<file path="src/rtl/wb_bridge_pkg.sv">
// Shared types and helpers for the CPU load/store to Wishbone bridge.
package wb_bridge_pkg;

  typedef enum logic [1:0] {
    SZ_BYTE = 2'd0,
    SZ_HALF = 2'd1,
    SZ_WORD = 2'd2
  } mem_size_t;

  typedef enum logic [1:0] {
    S_IDLE,
    S_BUS,
    S_RESP
  } bridge_state_t;

  function automatic logic is_misaligned(input logic [1:0] addr, input logic [1:0] size);
    return ((size == SZ_HALF) && addr[0]) || ((size == SZ_WORD) && (addr != 2'b00));
  endfunction

endpackage

</file>
<file path="src/rtl/wb_mem_bridge_if.sv">
// 32-bit point-to-point Wishbone link between the bridge and one peripheral.
interface Wishbone;
  logic        cyc;
  logic        stb;
  logic        we;
  logic [3:0]  sel;
  logic [31:0] addr;
  logic [31:0] data_wr;
  logic [31:0] data_rd;
  logic        ack;
  logic        err;

  modport Controller (
    output cyc, stb, we, sel, addr, data_wr,
    input  data_rd, ack, err
  );

  modport Peripheral (
    input  cyc, stb, we, sel, addr, data_wr,
    output data_rd, ack, err
  );
endinterface

</file>
<file path="src/rtl/wb_mem_bridge_lane_steer.sv">
// Byte-lane steering for stores and right-align plus sign/zero extension for loads.
module wb_lane_steer
  import wb_bridge_pkg::*;
(
  input  logic [1:0]  addr_lo,
  input  logic [1:0]  size,
  input  logic [31:0] wdata,
  output logic [3:0]  sel,
  output logic [31:0] data_wr,
  input  logic [1:0]  rd_lo,
  input  logic [1:0]  rd_size,
  input  logic        rd_unsigned,
  input  logic [31:0] data_rd,
  output logic [31:0] rdata
);

  logic [31:0] shifted;

  always_comb begin
    sel     = 4'hF;
    data_wr = wdata;
    case (size)
      SZ_BYTE: begin
        sel     = 4'b0001 << addr_lo;
        data_wr = {4{wdata[7:0]}};
      end
      SZ_HALF: begin
        sel     = 4'b0011 << addr_lo;
        data_wr = {2{wdata[15:0]}};
      end
      default: ;
    endcase
  end

  always_comb begin
    shifted = data_rd >> {rd_lo, 3'b000};
    rdata   = shifted;
    case (rd_size)
      SZ_BYTE: rdata = rd_unsigned ? {24'h0, shifted[7:0]} : {{24{shifted[7]}}, shifted[7:0]};
      SZ_HALF: rdata = rd_unsigned ? {16'h0, shifted[15:0]} : {{16{shifted[15]}}, shifted[15:0]};
      default: ;
    endcase
  end

endmodule

</file>
<file path="src/rtl/wb_mem_bridge.sv">
// CPU load/store port to single non-pipelined Wishbone transactions, one outstanding at a time.
module wb_mem_bridge
  import wb_bridge_pkg::*;
#(
  parameter int unsigned TIMEOUT_CYCLES = 255,
  parameter int unsigned CNT_W          = 8
) (
  input  logic        clk,
  input  logic        rst_n,
  input  logic        req_valid,
  output logic        req_ready,
  input  logic        req_we,
  input  logic [31:0] req_addr,
  input  logic [31:0] req_wdata,
  input  logic [1:0]  req_size,
  input  logic        req_unsigned,
  output logic        resp_valid,
  input  logic        resp_ready,
  output logic [31:0] resp_rdata,
  output logic        resp_err,
  Wishbone.Controller wb
);

  localparam logic [CNT_W-1:0] CntLast = CNT_W'(TIMEOUT_CYCLES - 1);
  localparam bit               TimeoutEn = (TIMEOUT_CYCLES != 0);

  bridge_state_t state_q, state_d;
  logic [CNT_W-1:0] cnt_q, cnt_d;
  logic        cyc_q, cyc_d, we_q, we_d;
  logic [3:0]  sel_q, sel_d;
  logic [31:0] addr_q, addr_d, dwr_q, dwr_d;
  logic        resp_valid_q, resp_valid_d, err_q, err_d;
  logic [31:0] rdata_q, rdata_d;
  logic [1:0]  lo_q, lo_d, size_q, size_d;
  logic        uns_q, uns_d;

  logic [3:0]  steer_sel;
  logic [31:0] steer_wr, steer_rd;

  wb_lane_steer u_steer (
    .addr_lo     (req_addr[1:0]),
    .size        (req_size),
    .wdata       (req_wdata),
    .sel         (steer_sel),
    .data_wr     (steer_wr),
    .rd_lo       (lo_q),
    .rd_size     (size_q),
    .rd_unsigned (uns_q),
    .data_rd     (wb.data_rd),
    .rdata       (steer_rd)
  );

  assign req_ready  = (state_q == S_IDLE);
  assign resp_valid = resp_valid_q;
  assign resp_rdata = rdata_q;
  assign resp_err   = err_q;
  assign wb.cyc     = cyc_q;
  assign wb.stb     = cyc_q;
  assign wb.we      = we_q;
  assign wb.sel     = sel_q;
  assign wb.addr    = addr_q;
  assign wb.data_wr = dwr_q;

  always_comb begin
    state_d      = state_q;
    cnt_d        = cnt_q;
    cyc_d        = cyc_q;
    we_d         = we_q;
    sel_d        = sel_q;
    addr_d       = addr_q;
    dwr_d        = dwr_q;
    resp_valid_d = resp_valid_q;
    err_d        = err_q;
    rdata_d      = rdata_q;
    lo_d         = lo_q;
    size_d       = size_q;
    uns_d        = uns_q;

    unique case (state_q)
      S_IDLE: begin
        if (req_valid) begin
          if ((req_size == 2'd3) || is_misaligned(req_addr[1:0], req_size)) begin
            // Rejected up front: respond with an error without touching the bus.
            resp_valid_d = 1'b1;
            err_d        = 1'b1;
            rdata_d      = '0;
            state_d      = S_RESP;
          end else begin
            cyc_d   = 1'b1;
            we_d    = req_we;
            addr_d  = {req_addr[31:2], 2'b00};
            sel_d   = steer_sel;
            dwr_d   = steer_wr;
            lo_d    = req_addr[1:0];
            size_d  = req_size;
            uns_d   = req_unsigned;
            cnt_d   = '0;
            state_d = S_BUS;
          end
        end
      end
      S_BUS: begin
        cnt_d = cnt_q + 1'b1;
        if (wb.err || wb.ack || (TimeoutEn && (cnt_q == CntLast))) begin
          // err beats ack; a timeout is only reached when neither is present.
          err_d        = wb.err || !wb.ack;
          rdata_d      = (!wb.err && wb.ack && !we_q) ? steer_rd : 32'h0;
          cyc_d        = 1'b0;
          resp_valid_d = 1'b1;
          cnt_d        = '0;
          state_d      = S_RESP;
        end
      end
      S_RESP: begin
        if (resp_ready) begin
          resp_valid_d = 1'b0;
          err_d        = 1'b0;
          rdata_d      = '0;
          state_d      = S_IDLE;
        end
      end
      default: state_d = S_IDLE;
    endcase
  end

  always_ff @(posedge clk or negedge rst_n) begin
    if (!rst_n) begin
      state_q      <= S_IDLE;
      cnt_q        <= '0;
      cyc_q        <= 1'b0;
      we_q         <= 1'b0;
      sel_q        <= '0;
      addr_q       <= '0;
      dwr_q        <= '0;
      resp_valid_q <= 1'b0;
      err_q        <= 1'b0;
      rdata_q      <= '0;
      lo_q         <= '0;
      size_q       <= '0;
      uns_q        <= 1'b0;
    end else begin
      state_q      <= state_d;
      cnt_q        <= cnt_d;
      cyc_q        <= cyc_d;
      we_q         <= we_d;
      sel_q        <= sel_d;
      addr_q       <= addr_d;
      dwr_q        <= dwr_d;
      resp_valid_q <= resp_valid_d;
      err_q        <= err_d;
      rdata_q      <= rdata_d;
      lo_q         <= lo_d;
      size_q       <= size_d;
      uns_q        <= uns_d;
    end
  end

endmodule

</file>
<file path="src/flat_wrapper.sv">
// flat-port wrapper written by rule: the top's interface ports become plain ports
module wb_mem_bridge_flat import wb_bridge_pkg::*;
#(
  parameter int unsigned TIMEOUT_CYCLES = 255,
  parameter int unsigned CNT_W          = 8
)
  (clk, rst_n, req_valid, req_ready, req_we, req_addr, req_wdata, req_size, req_unsigned, resp_valid, resp_ready, resp_rdata, resp_err, wb_cyc, wb_stb, wb_we, wb_sel, wb_addr, wb_data_wr, wb_data_rd, wb_ack, wb_err);
  Wishbone wb_i ();
  input  logic clk;
  input  logic rst_n;
  input  logic req_valid;
  output logic req_ready;
  input  logic req_we;
  input  logic [31:0] req_addr;
  input  logic [31:0] req_wdata;
  input  logic [1:0] req_size;
  input  logic req_unsigned;
  output logic resp_valid;
  input  logic resp_ready;
  output logic [31:0] resp_rdata;
  output logic resp_err;
  output wire logic [$bits(wb_i.cyc)-1:0] wb_cyc;
  output wire logic [$bits(wb_i.stb)-1:0] wb_stb;
  output wire logic [$bits(wb_i.we)-1:0] wb_we;
  output wire logic [$bits(wb_i.sel)-1:0] wb_sel;
  output wire logic [$bits(wb_i.addr)-1:0] wb_addr;
  output wire logic [$bits(wb_i.data_wr)-1:0] wb_data_wr;
  input wire logic [$bits(wb_i.data_rd)-1:0] wb_data_rd;
  input wire logic [$bits(wb_i.ack)-1:0] wb_ack;
  input wire logic [$bits(wb_i.err)-1:0] wb_err;
  assign wb_cyc = wb_i.cyc;
  assign wb_stb = wb_i.stb;
  assign wb_we = wb_i.we;
  assign wb_sel = wb_i.sel;
  assign wb_addr = wb_i.addr;
  assign wb_data_wr = wb_i.data_wr;
  assign wb_i.data_rd = wb_data_rd;
  assign wb_i.ack = wb_ack;
  assign wb_i.err = wb_err;
  wb_mem_bridge #(.TIMEOUT_CYCLES(TIMEOUT_CYCLES), .CNT_W(CNT_W)) u_core (.clk(clk), .rst_n(rst_n), .req_valid(req_valid), .req_ready(req_ready), .req_we(req_we), .req_addr(req_addr), .req_wdata(req_wdata), .req_size(req_size), .req_unsigned(req_unsigned), .resp_valid(resp_valid), .resp_ready(resp_ready), .resp_rdata(resp_rdata), .resp_err(resp_err), .wb(wb_i));
endmodule
</file>
<file path="config.mk">
export PLATFORM = sky130hd
export DESIGN_NAME = wb_mem_bridge_flat
export DESIGN_NICKNAME = d
export VERILOG_FILES = /design/src/rtl/wb_bridge_pkg.sv /design/src/rtl/wb_mem_bridge_if.sv /design/src/rtl/wb_mem_bridge_lane_steer.sv /design/src/rtl/wb_mem_bridge.sv /design/src/flat_wrapper.sv
export SDC_FILE = /design/constraint.sdc
export NUM_CORES = 1
export LEC_CHECK = 0
export CAP_MARGIN = 15
export CORE_AREA = 2 2 129 100
export CTS_BUF_LIST = sky130_fd_sc_hd__clkbuf_2
export DETAILED_ROUTE_END_ITERATION = 10
export DIE_AREA = 0 0 131 102
export PLACE_DENSITY_LB_ADDON = 0.1
export SLEW_MARGIN = 20
export SYNTH_ARGS = -nofsm -noshare
export SYNTH_HDL_FRONTEND = slang
export SYNTH_HIERARCHICAL = 1
export SYNTH_SLANG_ARGS = --single-unit
</file>
<file path="constraint.sdc">
create_clock -name clk -period 4.8 [get_ports clk]
set_clock_uncertainty 0.1 [all_clocks]
set_input_delay 0.96 -clock clk [delete_from_list [all_inputs] [get_ports clk]]
set_output_delay 0.96 -clock clk [all_outputs]
set_load 0.02 [all_outputs]
</file>
### Yosys cells after proc, flatten, opt, wreduce, memory -nomap -nowiden

Cells that the tools add are included.

| storage, ports and cells | value |
|---|---|
| word-level logic and storage cells | 84 |
| flip-flop bits (word level) | 117 |

| cells by class | value |
|---|---|
| add/sub/neg operators | 1 |
| mux-type cells | 31 |
| reduce and logical (&&, ||, !) cells | 23 |
| equality and inequality tests | 12 |
| bitwise logic cells | 1 |
| shifts and indexed selects | 3 |

Operators by type and width:

| kind | number |
|---|---|
| $mux W32 | 7 |
| $pmux W32 S2 | 2 |
| $pmux W32 S3 | 1 |
| $shr A32 B5 Y32 | 1 |
| $mux W8 | 3 |
| $pmux W8 S2 | 1 |
| $reduce_and A3 Y1 | 3 |
| $add A8 B1 Y8 const B | 1 |
| $eq A8 B8 Y1 const B | 1 |
| $mux W1 | 8 |
| $mux W2 | 4 |
| $pmux W4 S2 | 1 |
| $eq A2 B1 Y1 const B | 3 |
| $eq A2 B2 Y1 const B | 3 |
| $logic_not A2 Y1 | 3 |
| $ne A2 B2 Y1 const B | 3 |
| $pmux W1 S3 | 2 |
| $pmux W2 S3 | 1 |
| $logic_or A1 B1 Y1 | 5 |
| $reduce_and A5 Y1 | 1 |
| $logic_and A1 B1 Y1 | 4 |
| $ne A2 B1 Y1 const B | 2 |
| $reduce_and A4 Y1 | 1 |
| $reduce_bool A2 Y1 | 2 |
| other kinds (6) | 8 |

### Depth between registers and ports, before layout

Gate-level depths: netlist of run 1.

| depth | value |
|---|---|
| depth after elaboration | 7 |
| depth in mapped cells | 7 |

### Modules after synthesis

The synthesis of run 1 kept the hierarchy.

By module, submodules not included:

| module | cells each | area each (um2) | instances |
|---|---|---|---|
| wb_mem_bridge | 304 | 4787.1 | 1 |
| wb_lane_steer | 165 | 1229.9 | 1 |

### Worst setup path before layout of run 1

No wires, ideal clock.

| timing path | value |
|---|---|
| path kind | input to register |
| start point | input port req_size[0] |
| end point | register u_core.lo_q[1] |
| setup time | 0.125 ns |
| required time | 4.575 ns |
| slack | 2.387 ns |
| path buffers | 2 |
| arrival time | 2.188 ns |
| cell stages on the path | 6 |
| cell sequence | nor3_2 > o21ai_1 > or3_1 > buf_4 > buf_6 > mux2_4 |

| between the ends | value |
|---|---|
| cells in the longest elaborated chain, start to end | 6 |
| elaborated cells on any way between the ends | 9 |

Ends and longest elaborated chain:

| what | RTL line | source |
|---|---|---|
| start, declared | flat_wrapper.sv:16 | `input logic [1:0] req_size;` |
| $eq A2 B1 Y1 or $eq A2 B2 Y1 (tied branches) | wb_bridge_pkg.sv:17 | `return ((size == SZ_HALF) && addr[0]) \|\| ((size == SZ_WORD) && (addr != 2'b00));` |
| $logic_and A1 B1 Y1 | wb_bridge_pkg.sv:17 |  |
| $logic_or A1 B1 Y1 | wb_bridge_pkg.sv:17 |  |
| $logic_or A1 B1 Y1 (*) | wb_mem_bridge.sv:82 | `if ((req_size == 2'd3) \|\| is_misaligned(req_addr[1:0], req_size)) begin` |
| $not A1 Y1 (no source line) (*) | -- |  |
| $reduce_and A3 Y1 (no source line) (*) | -- |  |
| end signal, assigned | wb_mem_bridge.sv:152 | `lo_q <= lo_d;` |
| end, declared | wb_mem_bridge.sv:34 | `logic [1:0] lo_q, lo_d, size_q, size_d;` |

Every way passes the cells marked *; elsewhere a longest branch is shown, timed or not.
A chain may end at the register's enable or synchronous reset.

### Worst setup path in the final report of run 1

| timing path | value |
|---|---|
| start point | register u_core.state_q[1] |
| end point | output port req_ready |

| between the ends | value |
|---|---|
| cells in the longest elaborated chain, start to end | 1 |

Ends and longest elaborated chain:

| what | RTL line | source |
|---|---|---|
| start, declared | wb_mem_bridge.sv:27 | `bridge_state_t state_q, state_d;` |
| start signal, assigned | wb_mem_bridge.sv:142 | `state_q <= state_d;` |
| $logic_not A2 Y1 | wb_mem_bridge.sv:53 | `assign req_ready = (state_q == S_IDLE);` |
| end, declared | flat_wrapper.sv:12 | `output logic req_ready;` |

No other way between the ends.

==> summary.md, run 1 <==
| Metric | Value |
|---|---|
| Outcome | `finished clean` |
| Initial Utilization | `0.500` |
| Final Non-Filler Cells | `843` |
| Max-slew violations | `0` |
| Cell area after synthesis | `6020 um2` |
| #FFs+latches synth | `117` |
| Crit path buffers/inverters | `1` |
| Worst min path class | `in2async` |
| Ant diodes | `0` |
| Vias per cell | `5.39` |
| Yosys warns | `6` |
| CP max stage delay | `0.64 ns` |
| Cell count after synthesis | `469` |
| CTS tree | `yes` |
| Reg2reg path depth | `4` |
| Slowest CP cell | `clkdlybuf4s50_1` |
| DR WL met3 | `1130 um` |
| Area growth from synthesis to layout | `38.2%` |
| Core area | `12000 um2` |
| CP startpoint kind | `flip-flop` |
| Max IR drop VDD | `0.000346 V` |
| HPWL Detailed | `11100 um` |
| DRT iter0 DRCs | `239` |
| Area leader, netlist | `dfrtp_1` |
| Slew HR | `0.298` |
| Number of max-cap violations | `0` |
| Fill cells | `905` |
| Die area | `13400 um2` |
| Layout Nets | `773` |
| Crit path kind | `reg2out` |
| Final WL | `15500 um` |
| Clk slew on worst S/H paths | `0.18 ns` |
| RSZ-0062 raised after global routing | `no` |
| Number of synthesized flops with an enable pin | `0` |
| Fin. Hold Viols | `0` |
| Largest net degree at the start of global routing | `49` |
| Worst setup EP type | `output port` |
| Root Driver | `clkbuf_2` |
| Final Util | `0.691` |
| Final setup violating endpoints | `0` |
| Achievable Freq | `0.327 GHz` |
| Post-synth top area share | `0.487` |
| Inst Count DP | `812` |
| Global-route wire length before repair | `24500 um` |
| Leakage Power | `3.73 nW` |
| Worst-path cell chain | `nor2_1 > clkdlybuf4s50_1` |
| Final setup TNS | `0 ns` |
| Reg2reg start | `u_core/lo_q[1]` |
| Vias post-DR | `4544` |
| Die Span X | `131 um` |
| Drt pass-1 iters | `5` |
| Pwr/cell area | `553 nW/um2` |
| Remaining Overflow, GRT | `0` |
| Worst path arrival time | `1.99 ns` |
| Residual DRC | `0` |
| Crit-path max FO | `11` |
| Cell area after layout | `8320 um2` |
| Critical Path RT | `3.74 ns` |
| Post-DP Area | `8130 um2` |
| Tcrit/Tclk final | `0.636` |
| Routed length on met1 | `7050 um` |
| Die height | `102 um` |
| CP delay by family, top | `buffers and inverters` |
| Distinct cells, synth | `50` |
| Ys async rst share | `1.00` |
| Num CTS Buffers | `17` |
| Met2 wire length | `7080 um` |
| Clock sinks | `117` |
| Vias in the first global route | `4720` |
| Input/output buffers | `209` |
| Synth area leaders | `dfrtp_1 (49%), mux2_4 (15%), a22o_1 (4.7%)` |
| Detail Route Antenna Nets | `0` |
| Tmin final | `3.05 ns` |
| Post-CTS Setup Inserts | `0` |
| Max Buffers Root-to-Sink | `2` |
| DR WL/cell | `18.3 um` |
| Layout cell share with drive strength beyond 1 | `0.201` |
| Worst-Margin Slew | `1.05 ns` |
| Cts hold-fix bufs | `0` |
| Initial antenna violation count | `0` |
| H-tree levels | `4` |
| R2R Setup Slk | `2.25 ns` |
| GRT Total Usage | `0.240` |
| Io pins | `212` |
| Mean Syn Cell Area | `12.8 um2` |
| # rows | `35` |
| Top_reg_cell synth | `dfrtp_1` |
| Placer Congestion | `0.797` |
| Clk Latency, worst-skew pair | `0.64 ns` |
| FF-to-FF End | `u_core/resp_rdata[18]` |
| Sequential fraction of the synthesis area | `0.487` |
| Top sig layer | `met4` |
| CTS resizes | `0` |
==> cells in the final DEF (no fill, tap or decap), types with 2 or more instances in the layout <==
cell type	netlist	final
clkdlybuf4s50_1	0	208
dfrtp_1	117	117
mux2_4	60	60
a21oi_1	32	32
a22o_1	32	32
mux2i_1	25	25
clkbuf_2	1	20
mux2_2	17	17
mux2_1	14	14
o21ai_0	13	13
nand2_1	12	12
nor2_1	10	9
o22ai_1	9	9
o2bb2ai_1	9	9
or2_2	9	9
nor2b_1	9	9
buf_4	14	8
inv_1	7	7
a211oi_1	7	7
clkinv_2	0	6
nand3_1	6	6
and3_1	4	4
nor2_2	2	3
o21a_1	3	3
nor3_1	3	3
clkinvlp_4	0	2
o21ai_1	2	2
a211o_1	2	2
ha_1	2	2
conb_1	1	2
o21bai_1	2	2
nand2b_1	2	2
==> power by group <==
part | total [W] | internal (W) | switching, W | leakage (nW)
combinational | 0.00243 | 0.00128 | 0.00114 | 2.14
clock | 0.000556 | 0.000183 | 0.000374 | 0.127
sequential | 0.00162 | 0.00133 | 0.000294 | 1.46
total | 0.00460 | 0.00279 | 0.00181 | 3.73
==> cell type report <==
cell class | count | area (um2) | share of cell area
inverter | 7 | 26.3 | 0.00316
multi-input combinational | 305 | 2810 | 0.337
timing repair buffer | 217 | 2160 | 0.260
sequential | 117 | 2930 | 0.352
tap | 166 | 208 | 0.0250
clock buffer | 20 | 100 | 0.0120
clock inverter | 11 | 87.6 | 0.0105
==> flip-flops by register name (all words and copies together), names as in the netlist, 2 cells and up <==
register and cells:
u_core/cnt_q 8, u_core/lo_q 2, u_core/resp_rdata 32, u_core/size_q 2
u_core/state_q 2, u_core/wb.addr 30, u_core/wb.data_wr 32, u_core/wb.sel 4
==> stage by stage <==
stage,worst slack [ns],hold WS (ns),power [W]
after global routing,1.57,0.0486,0.00485
after detailed placement,1.15,0.384,0.00405
after global placement,1.21,0.377,0.00401
after floorplan,2.39,0.386,0.00308
after CTS,1.69,0.0559,0.00463
final,1.75,0.0982,0.00460
==> synthesized netlist by cell type (2+ instances only) <==
| master | n |
|---|---|
| nor2_2 | 2 |
| o21ai_0 | 13 |
| nand3_1 | 6 |
| a211oi_1 | 7 |
| buf_6 | 8 |
| buf_2 | 9 |
| a21oi_1 | 32 |
| buf_1 | 2 |
| clkbuf_1 | 7 |
| buf_4 | 14 |
| mux2_1 | 14 |
| nor2b_1 | 9 |
| o22ai_1 | 9 |
| inv_1 | 7 |
| mux2_4 | 60 |
| and3_1 | 4 |
| dfrtp_1 | 117 |
| nor3_1 | 3 |
| ha_1 | 2 |
| o2bb2ai_1 | 9 |
| nand2_1 | 12 |
| nor2_1 | 10 |
| a22o_1 | 32 |
| or2_2 | 9 |
| o21bai_1 | 2 |
| mux2_2 | 17 |
| mux2i_1 | 25 |
| o21a_1 | 3 |
| nand2b_1 | 2 |
| a211o_1 | 2 |
| o21ai_1 | 2 |
==> routing by layer <==
layer  vias up  track usage
li1       2107            -
met1      2239        0.329
met5         -            0
met3        16       0.0649
met2       182        0.373
met4         0       0.0794
==> kinds of logic (layout without fill, tap and decap cells) <==
| kind of cell | Yosys count | count (layout) | synth area share |
|---|---|---|---|
| adders and majority gates | 2 | 2 | 0.00416 |
| other | 1 | 2 | 0.000623 |
| and+or+nand+nor | 64 | 64 | 0.0603 |
| DFF | 117 | 117 | 0.487 |
| AOI/OAI and AO/OA | 120 | 120 | 0.147 |
| buffers and inverters | 48 | 255 | 0.0507 |
| xor gates and xnor gates | 1 | 1 | 0.00146 |
| muxes | 116 | 116 | 0.249 |
==> worst max-delay path by stage <==
stage                 startpoint                    end  slack [ns]  cells past startpoint
3_5_place_dp         req_size[0]  u_core/wb.data_wr[13]        1.15                      7
3_3_place_gp         req_size[0]   u_core/wb.data_wr[4]        1.21                      7
6_report       u_core/state_q[1]              req_ready        1.75                      2
4_1_cts        u_core/state_q[1]              req_ready        1.69                      2
2_1_floorplan        req_size[0]         u_core/lo_q[1]        2.39                      6
5_1_grt        u_core/state_q[1]              req_ready        1.57                      2
==> worst register-to-register path: cells and delay by family, from the launching register on <==
family / cells / cell delay [ns]
DFF: 1 / 1.07
AOI/OAI and AO/OA: 3 / 0.89
muxes: 1 / 0.41
(Power assumes the default switching activity.)
==> run 2: changes to the inputs <==
Settings changed: CORE_AREA 2 2 129 100 to 2 2 134 103, DIE_AREA 0 0 131 102 to 0 0 136 105.
Clock period 4.8 ns to 2.95 ns, I/O delays scaled along.
==> run 2 against run 1 <==
  * Design area increased by 2.2%
  * Global-route usage decreased by 2.3 points
  * Sequential share of layout area decreased by 0.76 points
  * Final cell count increased by 1.4%
  * Clock power increased by 120%
  * Core utilization decreased by 3.1 points
  * Worst setup slack got worse by 1.5 ns
  * Register-to-register slack got worse by 1.5 ns
  * Critical endpoint unchanged
  * Largest cell class unchanged
==> summary.md, run 2 (synthesized netlist as in run 1, its figures left out) <==
| Metric | Value |
|---|---|
| Outcome | `finished clean` |
| # rows | `36 (+2.9%)` |
| Worst-path cell chain | `nor2_1 > clkdlybuf4s50_1` |
| Initial Utilization | `0.467 (-0.0326)` |
| Die Span X | `136 um (+3.8%)` |
| Num CTS Buffers | `17 (unchanged)` |
| Input/output buffers | `209 (unchanged)` |
| Worst path arrival time | `2.03 ns (+0.04 ns)` |
| CTS tree | `yes` |
| Core area | `12900 um2 (+7.0%)` |
| Drt pass-1 iters | `5 (unchanged)` |
| Final setup violating endpoints | `0 (unchanged)` |
| Register area | `2930 um2 (unchanged)` |
| Final setup TNS | `0 ns (unchanged)` |
| Achievable Freq | `0.367 GHz` |
| Initial antenna violation count | `0 (unchanged)` |
| Worst setup EP type | `output port` |
| Remaining Overflow, GRT | `0 (unchanged)` |
| Layout Nets | `780 (+0.91%)` |
| Final WL | `15100 um (-2.6%)` |
| Root Driver | `clkbuf_2` |
| Clock sinks | `117 (unchanged)` |
| Global-route wire length before repair | `24400 um (-0.62%)` |
| CP startpoint kind | `flip-flop` |
| Tmin final | `2.72 ns` |
| Area occupied by multi-input gates | `2810 um2 (unchanged)` |
| Layout cell share with drive strength beyond 1 | `0.208 (+0.00672)` |
| Die area | `14300 um2 (+6.9%)` |
| Cts hold-fix bufs | `1 (+1)` |
| Ant diodes | `0 (unchanged)` |
| Comb power frac | `0.513 (-0.014)` |
| Final setup margin | `0.227 ns (-1.52 ns)` |
| DR WL/cell | `17.6 um (-4.0%)` |
| Io pins | `212 (unchanged)` |
| Crit path kind | `reg2out` |
| Fill cells | `1002 (+11%)` |
| Inst Count DP | `823 (+1.4%)` |
| Crit-path max FO | `11 (unchanged)` |
| Most common cell after layout, fill and taps aside | `clkdlybuf4s50_1` |
| Final Non-Filler Cells | `855 (+1.4%)` |
| Tcrit/Tclk final | `0.923` |
| Flop pwr share | `0.332 (-0.020)` |
| Max-slew violations | `0 (unchanged)` |
| Worst min path class | `in2async` |
| Clk Latency, worst-skew pair | `0.62 ns (-0.02 ns)` |
| Pwr/cell area | `919 nW/um2 (+66%)` |
| CTS resizes | `0 (unchanged)` |
| GRT Total Usage | `0.217 (-0.0225)` |
| DRT iter0 DRCs | `212 (-11%)` |
| Switching Fraction | `0.381 (-0.0126)` |
| RSZ-0062 raised after global routing | `no` |
| Leakage Power | `3.81 nW (+2.0%)` |
| Post-CTS Setup Inserts | `0 (unchanged)` |
| Detail Route Antenna Nets | `0 (unchanged)` |
| Vias in the first global route | `4636 (-1.8%)` |
| Number of max-cap violations | `0 (unchanged)` |
| Die height | `105 um (+2.9%)` |
| Final Util | `0.660 (-0.0307)` |
| HPWL Detailed | `11000 um (-1.6%)` |
| Residual DRC | `0 (unchanged)` |
| Placer Congestion | `0.854 (+7.1%)` |
| WHS | `0.373 ns (+0.275 ns)` |
| Largest net degree at the start of global routing | `51 (+4.1%)` |
| Sw Pwr | `0.00297 W (+64%)` |
| CP max stage delay | `0.63 ns (about the same)` |
| Worst-Margin Slew | `0.639 ns (-0.413 ns)` |
| Max Buffers Root-to-Sink | `2 (unchanged)` |
| Max IR drop VDD | `0.000609 V (+76%)` |
| H-tree levels | `4 (unchanged)` |
| Area growth from synthesis to layout | `41.3%` |
| Most frequent cells in the layout | `clkdlybuf4s50_1 (208), dfrtp_1 (117), mux2_4 (60)` |
| Slew HR | `0.574 (+0.275)` |
| Part of the power in the clock network | `0.155 (+0.034)` |
| Critical Path RT | `2.26 ns (-1.48 ns)` |
| Vias per cell | `5.28 (-2.1%)` |
| CP delay by family, top | `buffers and inverters` |
| Fin. Hold Viols | `0 (unchanged)` |
| Pre-CTS setup slack | `0.184 ns (-0.970 ns)` |
| Pint | `0.00484 W (+73%)` |
| Crit path buffers/inverters | `1 (unchanged)` |
| Vias post-DR | `4514 (-0.66%)` |
| Clk slew on worst S/H paths | `0.19 ns (about the same)` |
| Slowest CP cell | `clkdlybuf4s50_1` |
run 2: power groups by stage:
stage                     Sequential [W]  Clock, W  Combinational, W
final                            0.00260   0.00121           0.00401
after global routing             0.00268   0.00133           0.00425
after CTS                        0.00260   0.00125           0.00402
after detailed placement         0.00261         0           0.00401
after global placement           0.00260         0           0.00396
after floorplan                  0.00314         0           0.00186
run 2: area by class of cell:
type / count / share of cell area
Multi-Input combinational cell: 305 / 0.330
Timing Repair Buffer: 224 / 0.264
Clock buffer: 17 / 0.0100
Inverter: 7 / 0.00309
Tap cell: 171 / 0.0252
Clock inverter: 14 / 0.0236
Sequential cell: 117 / 0.344
run 2: final timing paths:
| kind | start | endpoint | slack [ns] | depth (start not counted) |
|---|---|---|---|---|
| max reg2reg | u_core/lo_q[1] | u_core/resp_rdata[24] | 0.73 | 4 |
| max | u_core/state_q[1] | req_ready | 0.23 | 2 |
| max in group asynchronous | rst_n | u_core/cnt_q[2] | 1.64 | 3 |
| min in group clk | u_core/wb.data_wr[4] | u_core/wb.data_wr[4] | 0.42 | 1 |
| min | rst_n | u_core/wb.addr[27] | 0.37 | 2 |
| min reg2reg | u_core/wb.data_wr[4] | u_core/wb.data_wr[4] | 0.42 | 1 |
run 2: per-stage QoR:
stage / instance area, um2 / total power (W)
after floorplan: 6020 / 0.00501
after global placement: 8210 / 0.00656
after detailed placement: 8210 / 0.00662
after CTS: 8500 / 0.00787
after global routing: 8500 / 0.00826
final: 8500 / 0.00781
run 2: routing by layer:
metal | vias up | part of all wire | GRT usage
met4 | 0 | 0.012 | 0.0603
met3 | 15 | 0.055 | 0.0577
met1 | 2238 | 0.46 | 0.299
li1 | 2113 | - | -
met2 | 148 | 0.47 | 0.338
met5 | - | 0 | 0
==> run 3: changes to the inputs <==
--- a/config.mk
+++ b/config.mk
@@ -6,4 +6,5 @@
 export NUM_CORES = 1
 export LEC_CHECK = 0
+export ABC_CLOCK_PERIOD_IN_PS = 2950
 export CAP_MARGIN = 15
 export CORE_AREA = 2 2 134 103
@@ -17,2 +18,3 @@
 export SYNTH_HIERARCHICAL = 1
 export SYNTH_SLANG_ARGS = --single-unit
+export TNS_END_PERCENT = 5
==> constraint.sdc (replaced) <==
create_clock -name clk -period 2.95 [get_ports clk]
set_clock_uncertainty 0.1 [all_clocks]
set_input_delay 0.4425 -clock clk [delete_from_list [all_inputs] [get_ports clk]]
set_output_delay 0.4425 -clock clk [all_outputs]
set_load 0.02 [all_outputs]
==> run 3 against run 2 <==
  * Power down 3.1%
  * Worst setup slack better by 0.17 ns
  * Clock power down 17%
  * Design area down 0.90%
  * Sequential share of layout area up 0.31 points
  * Sequential power about the same
  * Critical path type unchanged
  * Critical endpoint unchanged
  * Largest power group unchanged
==> summary.md, run 3 (synthesized netlist as in run 1, its figures left out) <==
| Metric | Value |
|---|---|
| Clock sinks | `117 (unchanged)` |
| CP startpoint kind | `flip-flop` |
| HPWL Detailed | `10900 um (-0.40%)` |
| Crit-path max FO | `11 (unchanged)` |
| CTS tree | `yes` |
| Comb power frac | `0.526 (+0.013)` |
| Input/output buffers | `209 (unchanged)` |
| Layout Nets | `779 (-0.13%)` |
| Global-route wire length before repair | `23700 um (-2.9%)` |
| Reg2reg start | `u_core/lo_q[1]` |
| Power after layout | `0.00757 W (-3.1%)` |
| Switching Fraction | `0.386 (+0.00486)` |
| Post-CTS Setup Inserts | `0 (unchanged)` |
| DRT iter0 DRCs | `238 (+12%)` |
| Clk slew on worst S/H paths | `0.18 ns (about the same)` |
| Layout cell share with drive strength beyond 1 | `0.209 (+0.00146)` |
| Initial antenna violation count | `0 (unchanged)` |
| Achievable Freq | `0.392 GHz (+6.9%)` |
| Initial Utilization | `0.467 (unchanged)` |
| Outcome | `finished clean` |
| Placer Congestion | `0.836 (-2.1%)` |
| Core area | `12900 um2 (unchanged)` |
| Die Span X | `136 um (unchanged)` |
| GRT Total Usage | `0.211 (-0.00651)` |
| Reg2reg path depth | `4 (unchanged)` |
| Worst-Margin Slew | `0.647 ns (+0.00834 ns)` |
| Area growth from synthesis to layout | `40.0%` |
| Vias in the first global route | `4504 (-2.8%)` |
| Part of the power in the clock network | `0.132 (-0.023)` |
| Worst min path class | `in2async` |
| Clk Latency, worst-skew pair | `0.61 ns (about the same)` |
| Io pins | `212 (unchanged)` |
| Pint | `0.00465 W (-3.9%)` |
| Pwr/cell area | `898 nW/um2 (-2.3%)` |
| Crit path kind | `reg2out` |
| CP startpoint | `u_core/state_q[1]` |
| CP Capture Point | `req_ready` |
| Max Buffers Root-to-Sink | `2 (unchanged)` |
| Root Driver | `clkbuf_2` |
| Ant diodes | `0 (unchanged)` |
| Slew HR | `0.568 (-0.00556)` |
| H-tree levels | `4 (unchanged)` |
| R2R Setup Slk | `0.73 ns (about the same)` |
| Max-slew violations | `0 (unchanged)` |
| Worst path arrival time | `2.01 ns (-0.02 ns)` |
| Die height | `105 um (unchanged)` |
| RSZ-0062 raised after global routing | `no` |
| Tmin final | `2.55 ns (-0.175 ns)` |
| Flop pwr share | `0.342 (+0.010)` |
| Fin. Hold Viols | `0 (unchanged)` |
| Sw Pwr | `0.00292 W (-1.9%)` |
| Most common cell after layout, fill and taps aside | `clkdlybuf4s50_1` |
| Max IR drop VDD | `0.000491 V (-19%)` |
| Residual DRC | `0 (unchanged)` |
| Remaining Overflow, GRT | `0 (unchanged)` |
| # rows | `36 (unchanged)` |
| Vias post-DR | `4450 (-1.4%)` |
| CP max stage delay | `0.63 ns (about the same)` |
| FF-to-FF End | `u_core/resp_rdata[25]` |
| Most frequent cells in the layout | `clkdlybuf4s50_1 (208), dfrtp_1 (117), mux2_4 (60)` |
| Worst-path cell chain | `nor2_1 > clkdlybuf4s50_1` |
| Slowest CP cell | `clkdlybuf4s50_1` |
| Worst setup EP type | `output port` |
| Final setup violating endpoints | `0 (unchanged)` |
| DR WL/cell | `17.4 um (-1.1%)` |
| Final setup TNS | `0 ns (unchanged)` |
| Leakage Power | `3.78 nW (-0.75%)` |
| Critical Path RT | `2.41 ns (+0.15 ns)` |
| Vias per cell | `5.20 (-1.4%)` |
| Tcrit/Tclk final | `0.864 (-0.0592)` |
| Final WL | `14900 um (-1.1%)` |
| Drt pass-1 iters | `6 (+1)` |
| Die area | `14300 um2 (unchanged)` |
| Number of max-cap violations | `0 (unchanged)` |
| Largest net degree at the start of global routing | `47 (-7.8%)` |
| Detail Route Antenna Nets | `0 (unchanged)` |
| Num CTS Buffers | `17 (unchanged)` |
## run 3: cell types whose count changed in the layout (fill, tap and decap cells not counted)
cell and delta:
buf_12 -1, bufinv_16 -2, clkbuf_2 +2, clkinv_1 -1, clkinv_2 +5, clkinv_4 -2, clkinvlp_4 +1, inv_6 -2
## run 3: worst min-delay path by stage
stage               start               endpoint  slack [ns]  cells after the start
floorplan           rst_n        u_core/cnt_q[0]        0.05                      0
global placement    rst_n   u_core/wb.data_wr[2]        0.37                      1
detailed placement  rst_n   u_core/wb.data_wr[2]        0.37                      1
CTS                 rst_n  u_core/wb.data_wr[16]        0.16                      2
global route        rst_n   u_core/wb.data_wr[2]        0.21                      2
finish              rst_n  u_core/wb.data_wr[16]        0.22                      2
## run 3: area by class of cell
type,instances,area [um2]
Tap cell,171,214
Timing Repair Buffer,223,2220
Clock inverter,13,134
Fill cell,988,4460
Clock buffer,19,95.1
Sequential cell,117,2930
Multi-Input combinational cell,305,2810
Inverter,7,26.3
## run 3: layer usage
metal / part of all wire / track usage / vias up
met5: 0 / 0 / -
met4: 0.0047 / 0.0521 / 0
met3: 0.057 / 0.0519 / 4
met2: 0.48 / 0.327 / 138
met1: 0.46 / 0.297 / 2189
li1: - / - / 2119
## run 3: stage by stage
step / area [um2] / std cells / util / hold slack [ns] / worst slack [ns]
6_report: 8420 / 855 / 0.654 / 0.225 / 0.402
5_1_grt: 8420 / 855 / 0.654 / 0.214 / 0.205
4_1_cts: 8420 / 855 / 0.654 / 0.164 / 0.303
3_5_place_dp: 8190 / 822 / 0.635 / 0.374 / 0.358
3_3_place_gp: 8190 / 822 / 0.635 / 0.366 / 0.414
2_1_floorplan: 6020 / 470 / - / 0.0469 / 1.05
## run 3: power by group through the flow
stage          combinational [W]  sequential, W  clock [W]
6_report                 0.00398        0.00259   0.000999
2_1_floorplan            0.00186        0.00314          0
4_1_cts                  0.00400        0.00260    0.00104
3_5_place_dp             0.00399        0.00261          0
5_1_grt                  0.00421        0.00267    0.00112
3_3_place_gp             0.00393        0.00261          0
## run 3: worst max-delay path: cells and delay by family, from the launching register on
| kind | cells | cell delay [ns] |
|---|---|---|
| flip-flops | 1 | 0.58 |
| AND/OR/NAND/NOR | 1 | 0.20 |
| buffers and inverters | 1 | 0.63 |
## run 3: what timing repair did
item                                    CTS  global route
hold buffers                              1             0
gates resized for setup                   0             0
endpoints found under the setup margin    0             0
hold endpoints to repair                 42             0
